### src/rtl/level_sequencer.sv
// level_sequencer: tracks the current game level and sequences the
// level-transition banner shown between rounds.
//
// Ports:
//   clk          system / pixel clock
//   rst_n        asynchronous active-low reset
//   start        start-button pulse (debounced)
//   frame_tick   one pulse per displayed frame
//   level_clear  pulse when all invaders are cleared
//   game_over    pulse when the player has lost
//   level        current level, 1..MAX_LEVEL
//   show_banner  enable for the "LEVEL nn" overlay
//   play_en      high only while gameplay runs
//   level_up     one-cycle pulse per level increment
//   state        FSM state (IDLE=0, BANNER=1, PLAY=2, WIN=3, OVER=4)
//
// Build option: define LEVEL_BANNER_BLINK_EN to blink the banner
// (8 frames on / 8 frames off) when BANNER_FRAMES >= 16.
module level_sequencer #(
    parameter int unsigned MAX_LEVEL     = 15,
    parameter int unsigned BANNER_FRAMES = 120
) (
    input  logic       clk,
    input  logic       rst_n,
    input  logic       start,
    input  logic       frame_tick,
    input  logic       level_clear,
    input  logic       game_over,
    output logic [3:0] level,
    output logic       show_banner,
    output logic       play_en,
    output logic       level_up,
    output logic [2:0] state
);

    localparam int unsigned FCNT_W = (BANNER_FRAMES > 2) ? $clog2(BANNER_FRAMES) : 1;
    localparam logic [FCNT_W-1:0] FCNT_LAST = FCNT_W'(BANNER_FRAMES - 1);
    localparam logic [3:0]        LEVEL_MAX = 4'(MAX_LEVEL);

`ifdef LEVEL_BANNER_BLINK_EN
    // Selects fcnt[3]; zero for short banners so they stay steadily on.
    localparam logic [FCNT_W-1:0] BLINK_MASK =
        (BANNER_FRAMES >= 16) ? FCNT_W'(8) : FCNT_W'(0);
`endif

    typedef enum logic [2:0] {
        S_IDLE   = 3'd0,
        S_BANNER = 3'd1,
        S_PLAY   = 3'd2,
        S_WIN    = 3'd3,
        S_OVER   = 3'd4
    } state_t;

    state_t            state_q;
    state_t            state_d;
    logic [FCNT_W-1:0] fcnt;
    logic [FCNT_W-1:0] fcnt_d;
    logic [3:0]        level_d;
    logic              level_up_d;
    logic              play_en_d;
    logic              show_banner_d;

    assign state = state_q;

    // Next-state, counter and output computation.
    always_comb begin
        state_d       = state_q;
        fcnt_d        = fcnt;
        level_d       = level;
        level_up_d    = 1'b0;
        play_en_d     = 1'b0;
        show_banner_d = 1'b0;

        unique case (state_q)
            S_IDLE, S_WIN, S_OVER: begin
                if (start) begin
                    state_d = S_BANNER;
                    level_d = 4'd1;
                    fcnt_d  = '0;
                end
            end
            S_BANNER: begin
                if (frame_tick) begin
                    if (fcnt == FCNT_LAST) begin
                        state_d = S_PLAY;
                        fcnt_d  = '0;
                    end else begin
                        fcnt_d = fcnt + FCNT_W'(1);
                    end
                end
            end
            S_PLAY: begin
                // game_over wins over a coincident level_clear.
                if (game_over) begin
                    state_d = S_OVER;
                end else if (level_clear) begin
                    if (level == LEVEL_MAX) begin
                        state_d = S_WIN;
                    end else begin
                        state_d    = S_BANNER;
                        level_d    = level + 4'd1;
                        level_up_d = 1'b1;
                        fcnt_d     = '0;
                    end
                end
            end
            default: begin
                state_d = S_IDLE;
                level_d = 4'd1;
                fcnt_d  = '0;
            end
        endcase

        // Outputs follow the next state so they change on the same edge.
        play_en_d = (state_d == S_PLAY);
`ifdef LEVEL_BANNER_BLINK_EN
        show_banner_d = (state_d == S_BANNER) && ((fcnt_d & BLINK_MASK) == FCNT_W'(0));
`else
        show_banner_d = (state_d == S_BANNER);
`endif
    end

    // State and output registers.
    always_ff @(posedge clk or negedge rst_n) begin
        if (!rst_n) begin
            state_q     <= S_IDLE;
            fcnt        <= '0;
            level       <= 4'd1;
            level_up    <= 1'b0;
            play_en     <= 1'b0;
            show_banner <= 1'b0;
        end else begin
            state_q     <= state_d;
            fcnt        <= fcnt_d;
            level       <= level_d;
            level_up    <= level_up_d;
            play_en     <= play_en_d;
            show_banner <= show_banner_d;
        end
    end

endmodule
### config.mk
export PLATFORM = sky130hd
export DESIGN_NAME = level_sequencer
export DESIGN_NICKNAME = d
export VERILOG_FILES = /design/src/rtl/level_sequencer.sv
export SDC_FILE = /design/constraint.sdc
export NUM_CORES = 1
export LEC_CHECK = 0
export ABC_AREA = 1
export CAP_MARGIN = 20
export CORE_MARGIN = 4
export CORE_UTILIZATION = 47
export CTS_CLUSTER_DIAMETER = 60
export DETAILED_ROUTE_END_ITERATION = 10
export GPL_TIMING_DRIVEN = 0
export HOLD_SLACK_MARGIN = 0.15
export PLACE_DENSITY = 0.84
export SYNTH_ARGS = -nofsm -noshare
export SYNTH_HDL_FRONTEND = slang
export SYNTH_SLANG_ARGS = --single-unit
### constraint.sdc
create_clock -name clk -period 1.4 [get_ports clk]
set_input_delay 0.14 -clock clk [delete_from_list [all_inputs] [get_ports clk]]
set_output_delay 0.14 -clock clk [all_outputs]
set_load 0.005 [all_outputs]
==> results of run 1 <==
-- routing by layer --
metal | track usage | wire length (um) | up-vias
met5 | 0 | 0 | -
met4 | 0.137 | 69 | 0
met3 | 0.0354 | 136 | 8
met2 | 0.323 | 1320 | 35
met1 | 0.198 | 1010 | 455
li1 | - | - | 477
-- sequential cells by signal, indices dropped and copies added (netlist names) --
name and cells:
show_banner 1, state 3, level 4, fcnt 7
level_up 1, play_en 1
-- synth_stat cells (all sizes together) --
cell and count:
inv 14, dfstp 1, a31o 1, nand4 4, o21bai 1, ha 2, nand3 15, o21ai 12
a21oi 2, nand2 40, nor2 14, xor2 1, buf 1, nand3b 2, dfrtp 16
-- through the flow --
step	instance area, sq um	utilization	setup WS, ns	TNS [ns]
4_1_cts	1370	0.679	-0.0377	-0.157
3_5_place_dp	1200	0.596	-0.113	-0.757
3_3_place_gp	1200	0.596	-0.0809	-0.471
2_1_floorplan	1020	-	0.0120	0
5_1_grt	1410	0.699	-0.0886	-0.570
6_report	1410	0.699	-0.0255	-0.0728
-- cell families (layout without fill, tap and decap cells) --
family | count (synthesis) | after routing | share of synthesized area
and+or+nand+nor | 75 | 75 | 0.380
adders and majority gates | 2 | 2 | 0.0245
xor gates and xnor gates | 1 | 1 | 0.00858
DFF | 17 | 17 | 0.418
AOI/OAI and AO/OA | 16 | 16 | 0.107
buffers and inverters | 15 | 47 | 0.0625
-- worst paths after layout --
check,slack (ns),cells past startpoint,to
max in group asynchronous,0.60,1,state[1]$_DFF_PN0_
worst min register to register,0.54,2,fcnt[5]$_DFFE_PN0P_
worst min-delay path,0.28,1,fcnt[2]$_DFFE_PN0P_
worst max register to register,-0.03,9,fcnt[4]$_DFFE_PN0P_
worst max-delay path,-0.03,9,fcnt[4]$_DFFE_PN0P_
min in group clk,0.51,3,state[2]$_DFF_PN0_
-- repair_timing --
item | 4_1_cts | 5_1_grt
hold buffers | 0 | 0
cloned | 1 | 0
pin swaps | 2 | 7
endpoints found under the setup margin | 14 | 13
gates resized for setup | 9 | 13
buffers inserted | 9 | 4
-- critical path, stage by stage, from the launching register on --
cell      delay, ns
dfstp_2        0.57
ha_4           0.15
nand3_4        0.07
nand2_4        0.08
nand2_4        0.06
nand3b_4       0.10
buf_12         0.11
buf_8          0.11
nand2_1        0.06
o21ai_2        0.05
-- cell usage in the layout (no fill, tap or decap) --
master	count
nand2_1	32
nor2_1	12
dfrtp_1	12
inv_1	11
buf_4	11
nand3_1	9
clkdlybuf4s50_1	9
nand2_2	6
o21ai_2	6
o21ai_0	5
dlymetal6s2s_1	5
nand3_2	4
nand4_1	4
dfrtp_2	4
clkbuf_4	3
inv_2	2
nor2_2	2
nand3_4	2
a21oi_1	2
nand2_4	2
buf_12	2
inv_4	1
a31o_2	1
o21ai_1	1
nand3b_4	1
buf_8	1
nand3b_1	1
xor2_1	1
o21bai_1	1
ha_4	1
ha_2	1
clkbuf_1	1
dfstp_2	1
dlygate4sd2_1	1
-- report_power, final --
group / switching, W / internal (W) / total, W
registers: 0.0000939 / 0.000578 / 0.000672
clock network: 0.000158 / 0.000111 / 0.000270
logic: 0.000289 / 0.000289 / 0.000578
-- layout make-up --
cell class,count,share of cell area
multi-input combinational,94,0.402
sequential,17,0.305
timing repair buffer,28,0.201
inverter,14,0.0389
tap,27,0.0239
clock buffer,4,0.0186
buffer,1,0.0106
==> results_dict.tcl, run 1 <==
set metrics [dict create \
    crit_arrival_ns 1.66 \
    timing.rr.start "level[0]$_DFFE_PN1P_" \
    cts_tree "done" \
    synth.top_cell.area_share 0.392 \
    ir_drop_v 0.000763 \
    cts_buffer_depth 2 \
    crit_type "flip-flop to flip-flop" \
    hold_viol 0 \
    critical_path_peak_fanout 5 \
    ys_types 24 \
    maxSlewViolCount 0 \
    drive_gt1_frac 0.323 \
    antenna-diode-count 0 \
    violations "setup timing" \
    grt_max_degree 18 \
    synth_seq_area_share 0.418 \
    core_area_sq_um 2020 \
    tightest_slew_ns 0.754 \
    yosysTopAreaCell "dfrtp_1" \
    io_pins 16 \
    synth_seq_cells 17 \
    cts_buffers 3 \
    nets 167 \
    grt_overflow_total 0 \
    antenna_found_initial 0 \
    rows 16 \
    syn-cell-area_sq_um 1020 \
    min_period_over_period 1.02 \
    fmaxAchievable_mhz 702 \
    p_leak_nw 0.729 \
    synthCells 126 \
    drtIter0Drc 12 \
    die-width_um 54.6 \
    nFillCells 156 \
    dieArea_sq_um 2980 \
    grt_use_total 0.186 \
    area_growth_pct 38.5 \
    hpwl_mm 1.57 \
    regArea_sq_um 432 \
    hold_slack_ns 0.278 \
    finalPower_w 0.00152 \
    first_pass_iters 4 \
    yosys_warnings 0 \
    rsz0062_at_grt "true" \
    setup_viol 5 \
    fin_cells 185 \
    syn_area_per_cell_sq_um 8.10 \
    start_util 0.505 \
    status "finished with violations" \
    drcViolationCount 0 \
    period_needed_ns 1.43 \
    critPathLaunch "level[0]$_DFFE_PN1P_" \
    cts-root-buf "clkbuf_4" \
    crit_path_start_kind "flip-flop" \
    wl_mm 2.54 \
    power_density_nw_per_um2 1080 \
    cp-end-kind "flip-flop" \
    required_ns 1.63 \
    ant_nets 0 \
    wl_per_cell_um 13.7 \
    clock_latency_ns 0.29 \
    synth_area_leaders "dfrtp_1, nand2_1, o21ai_2" \
    place_congestion 0.795 \
    cts.sinks 17 \
    via_per_inst 5.27 \
    fin_worst_skew_ns 0.00242 \
    setup_ws_ns -0.0255 \
    vias 975 \
    grt_pass1_vias 939 \
    grt_first_pass_wirelength_mm 3.83 \
    die_height_um 54.6 \
    maxSlewHeadroom 0.496 \
    clk_pin_slew_ns 0.10 \
    multi_input_area_sq_um 568 \
    io_buffers 15 \
    drv_cap 0 \
    syn_nets 134 \
    holdCritPathClass "input pin to asynchronous set/reset pin" \
    htree_num_levels 1 \
    dp_cells 168 \
]
(Power assumes the default switching activity.)
==> run 2, diff against run 1 <==
Settings changed: CORE_UTILIZATION 47 to 35, PLACE_DENSITY 0.84 to 0.68.
==> run 2 against run 1 <==
Compared with the run above: via count down 0.62%; non-clock buffer count up 2; register-to-register slack better by 0.04 ns; largest power group unchanged; clock skew up 0.0063 ns; the flow now finishes without violations.
==> results_dict.tcl, run 2 (synthesis results as in run 1) <==
set metrics [dict create \
    hpwl_mm 1.59 \
    cts_tree "done" \
    first_pass_iters 4 \
    wl_per_cell_um 13.5 \
    tightest_slew_ns 0.775 \
    antenna-diode-count 0 \
    mostFrequentLayoutCell "nand2_1" \
    clock_latency_ns 0.31 \
    maxSlewHeadroom 0.482 \
    largest_register_ffs 7 \
    use_met2 0.280 \
    grt_use_met3 0.0455 \
    min_period_over_period 0.989 \
    cts_hold_buffers 0 \
    crit_arrival_ns 1.59 \
    htree_num_levels 1 \
    hold_viol 0 \
    grt_overflow_total 0 \
    crit_path_start_kind "flip-flop" \
    maxSlewViolCount 0 \
    rsz0062_at_grt "true" \
    gr-usage-met1 0.169 \
    io_pins 16 \
    fmaxAchievable_mhz 722 \
    multi_input_area_sq_um 576 \
    cts_buffer_depth 2 \
    die_height_um 62.0 \
    period_needed_ns 1.39 \
    holdCritPathClass "input pin to asynchronous set/reset pin" \
    critical_path_peak_fanout 5 \
    antenna_found_initial 0 \
    top_register "fcnt" \
    area_growth_pct 39.8 \
    grt_use_total 0.150 \
    reg2regPathDepth 7 \
    drtIter0Drc 63 \
    cts_buffers 3 \
    cts-root-buf "clkbuf_4" \
    drcViolationCount 0 \
    cp-end-kind "flip-flop" \
    dieArea_sq_um 3850 \
    vias 969 \
    regArea_sq_um 429 \
    crit_type "flip-flop to flip-flop" \
    grt_max_degree 18 \
    status "finished clean" \
    ir_drop_v 0.000759 \
    setup_tns_ns 0 \
    fin_worst_skew_ns 0.00871 \
    required_ns 1.60 \
    start_util 0.367 \
    core_area_sq_um 2780 \
    p_leak_nw 0.673 \
    power_density_nw_per_um2 1100 \
    setup_viol 0 \
    via_per_inst 5.07 \
    drive_gt1_frac 0.338 \
    cts.sinks 17 \
    busiest_layer "met2" \
    nets 169 \
    fin_util 0.513 \
    rrSetupSlack_ns 0.01 \
    io_buffers 15 \
    grt_pass1_vias 965 \
    wl_mm 2.59 \
    place_congestion 0.858 \
    die-width_um 62.0 \
    clk_pin_slew_ns 0.12 \
    final_cell_mix "nand2_1, dfrtp_1, buf_4" \
    grt_first_pass_wirelength_mm 4.25 \
    rows 19 \
    ant_nets 0 \
    nFillCells 269 \
    drv_cap 0 \
]
[run 2: changes by cell type in the layout (fill, tap and decap cells not counted), sizes merged]
cell           delta
buf               +1
clkdlybuf4s15     +1
clkdlybuf4s50     +3
clkinv            +1
clkinvlp          +1
dlymetal6s2s      -4
inv               -1
[run 2: layout make-up]
type                            instances  share of cell area
Sequential cell                        17               0.301
Tap cell                               31              0.0272
Multi-Input combinational cell         94               0.403
Timing Repair Buffer                   30               0.200
Clock inverter                          1             0.00351
Clock buffer                            3              0.0158
Buffer                                  1              0.0105
Inverter                               14              0.0394
[run 2: path summary, 6_finish.rpt]
kind	startpoint	endpoint
worst max-delay path	level[0]$_DFFE_PN1P_	fcnt[3]$_DFFE_PN0P_
worst min-delay path	rst_n	level_up$_DFF_PN0_
worst max register to register	level[0]$_DFFE_PN1P_	fcnt[3]$_DFFE_PN0P_
worst min register to register	fcnt[5]$_DFFE_PN0P_	fcnt[5]$_DFFE_PN0P_
max in group asynchronous	rst_n	state[0]$_DFF_PN0_
min in group clk	game_over	state[2]$_DFF_PN0_
[run 2: repair_timing]
item                                    in CTS  in global routing
cloned                                       0                  1
gates resized for setup                      7                 12
pin swaps                                    0                  7
setup buffers                               10                  4
endpoints found under the hold margin        0                  0
endpoints found under the setup margin      16                 14
[run 2: report_power, final]
| part | leakage [nW] | internal, W | switching (W) |
|---|---|---|---|
| clock | 0.0177 | 0.000107 | 0.000178 |
| combinational | 0.438 | 0.000317 | 0.000286 |
| sequential | 0.218 | 0.000577 | 0.000109 |
| total | 0.673 | 0.00100 | 0.000574 |
[run 2: stage by stage]
stage | hold slack, ns | total power [W] | instance area, sq um | worst slack [ns] | std cells
after floorplan | -0.156 | 0.000974 | 1020 | 0.0120 | 126
after global placement | 0.525 | 0.00109 | 1210 | -0.108 | 172
after detailed placement | 0.527 | 0.00111 | 1210 | -0.108 | 172
after CTS | 0.314 | 0.00149 | 1330 | -0.00390 | 186
after global routing | 0.333 | 0.00169 | 1430 | -0.0444 | 191
final | 0.272 | 0.00157 | 1430 | 0.0149 | 191
[run 2: routing by layer]
metal  vias up  part of all wire
li1        480                 -
met1       447              0.42
met2        38              0.50
met3         4             0.070
met4         0             0.010
met5         -                 0
[run 2: worst max-delay path: stages (launching register included)]
cell       delay, ns
dfstp_2         0.58
ha_4            0.14
nand3_2         0.07
nand2_2         0.09
nand2_4         0.06
nand3b_4        0.12
clkbuf_16       0.16
o21ai_2         0.05
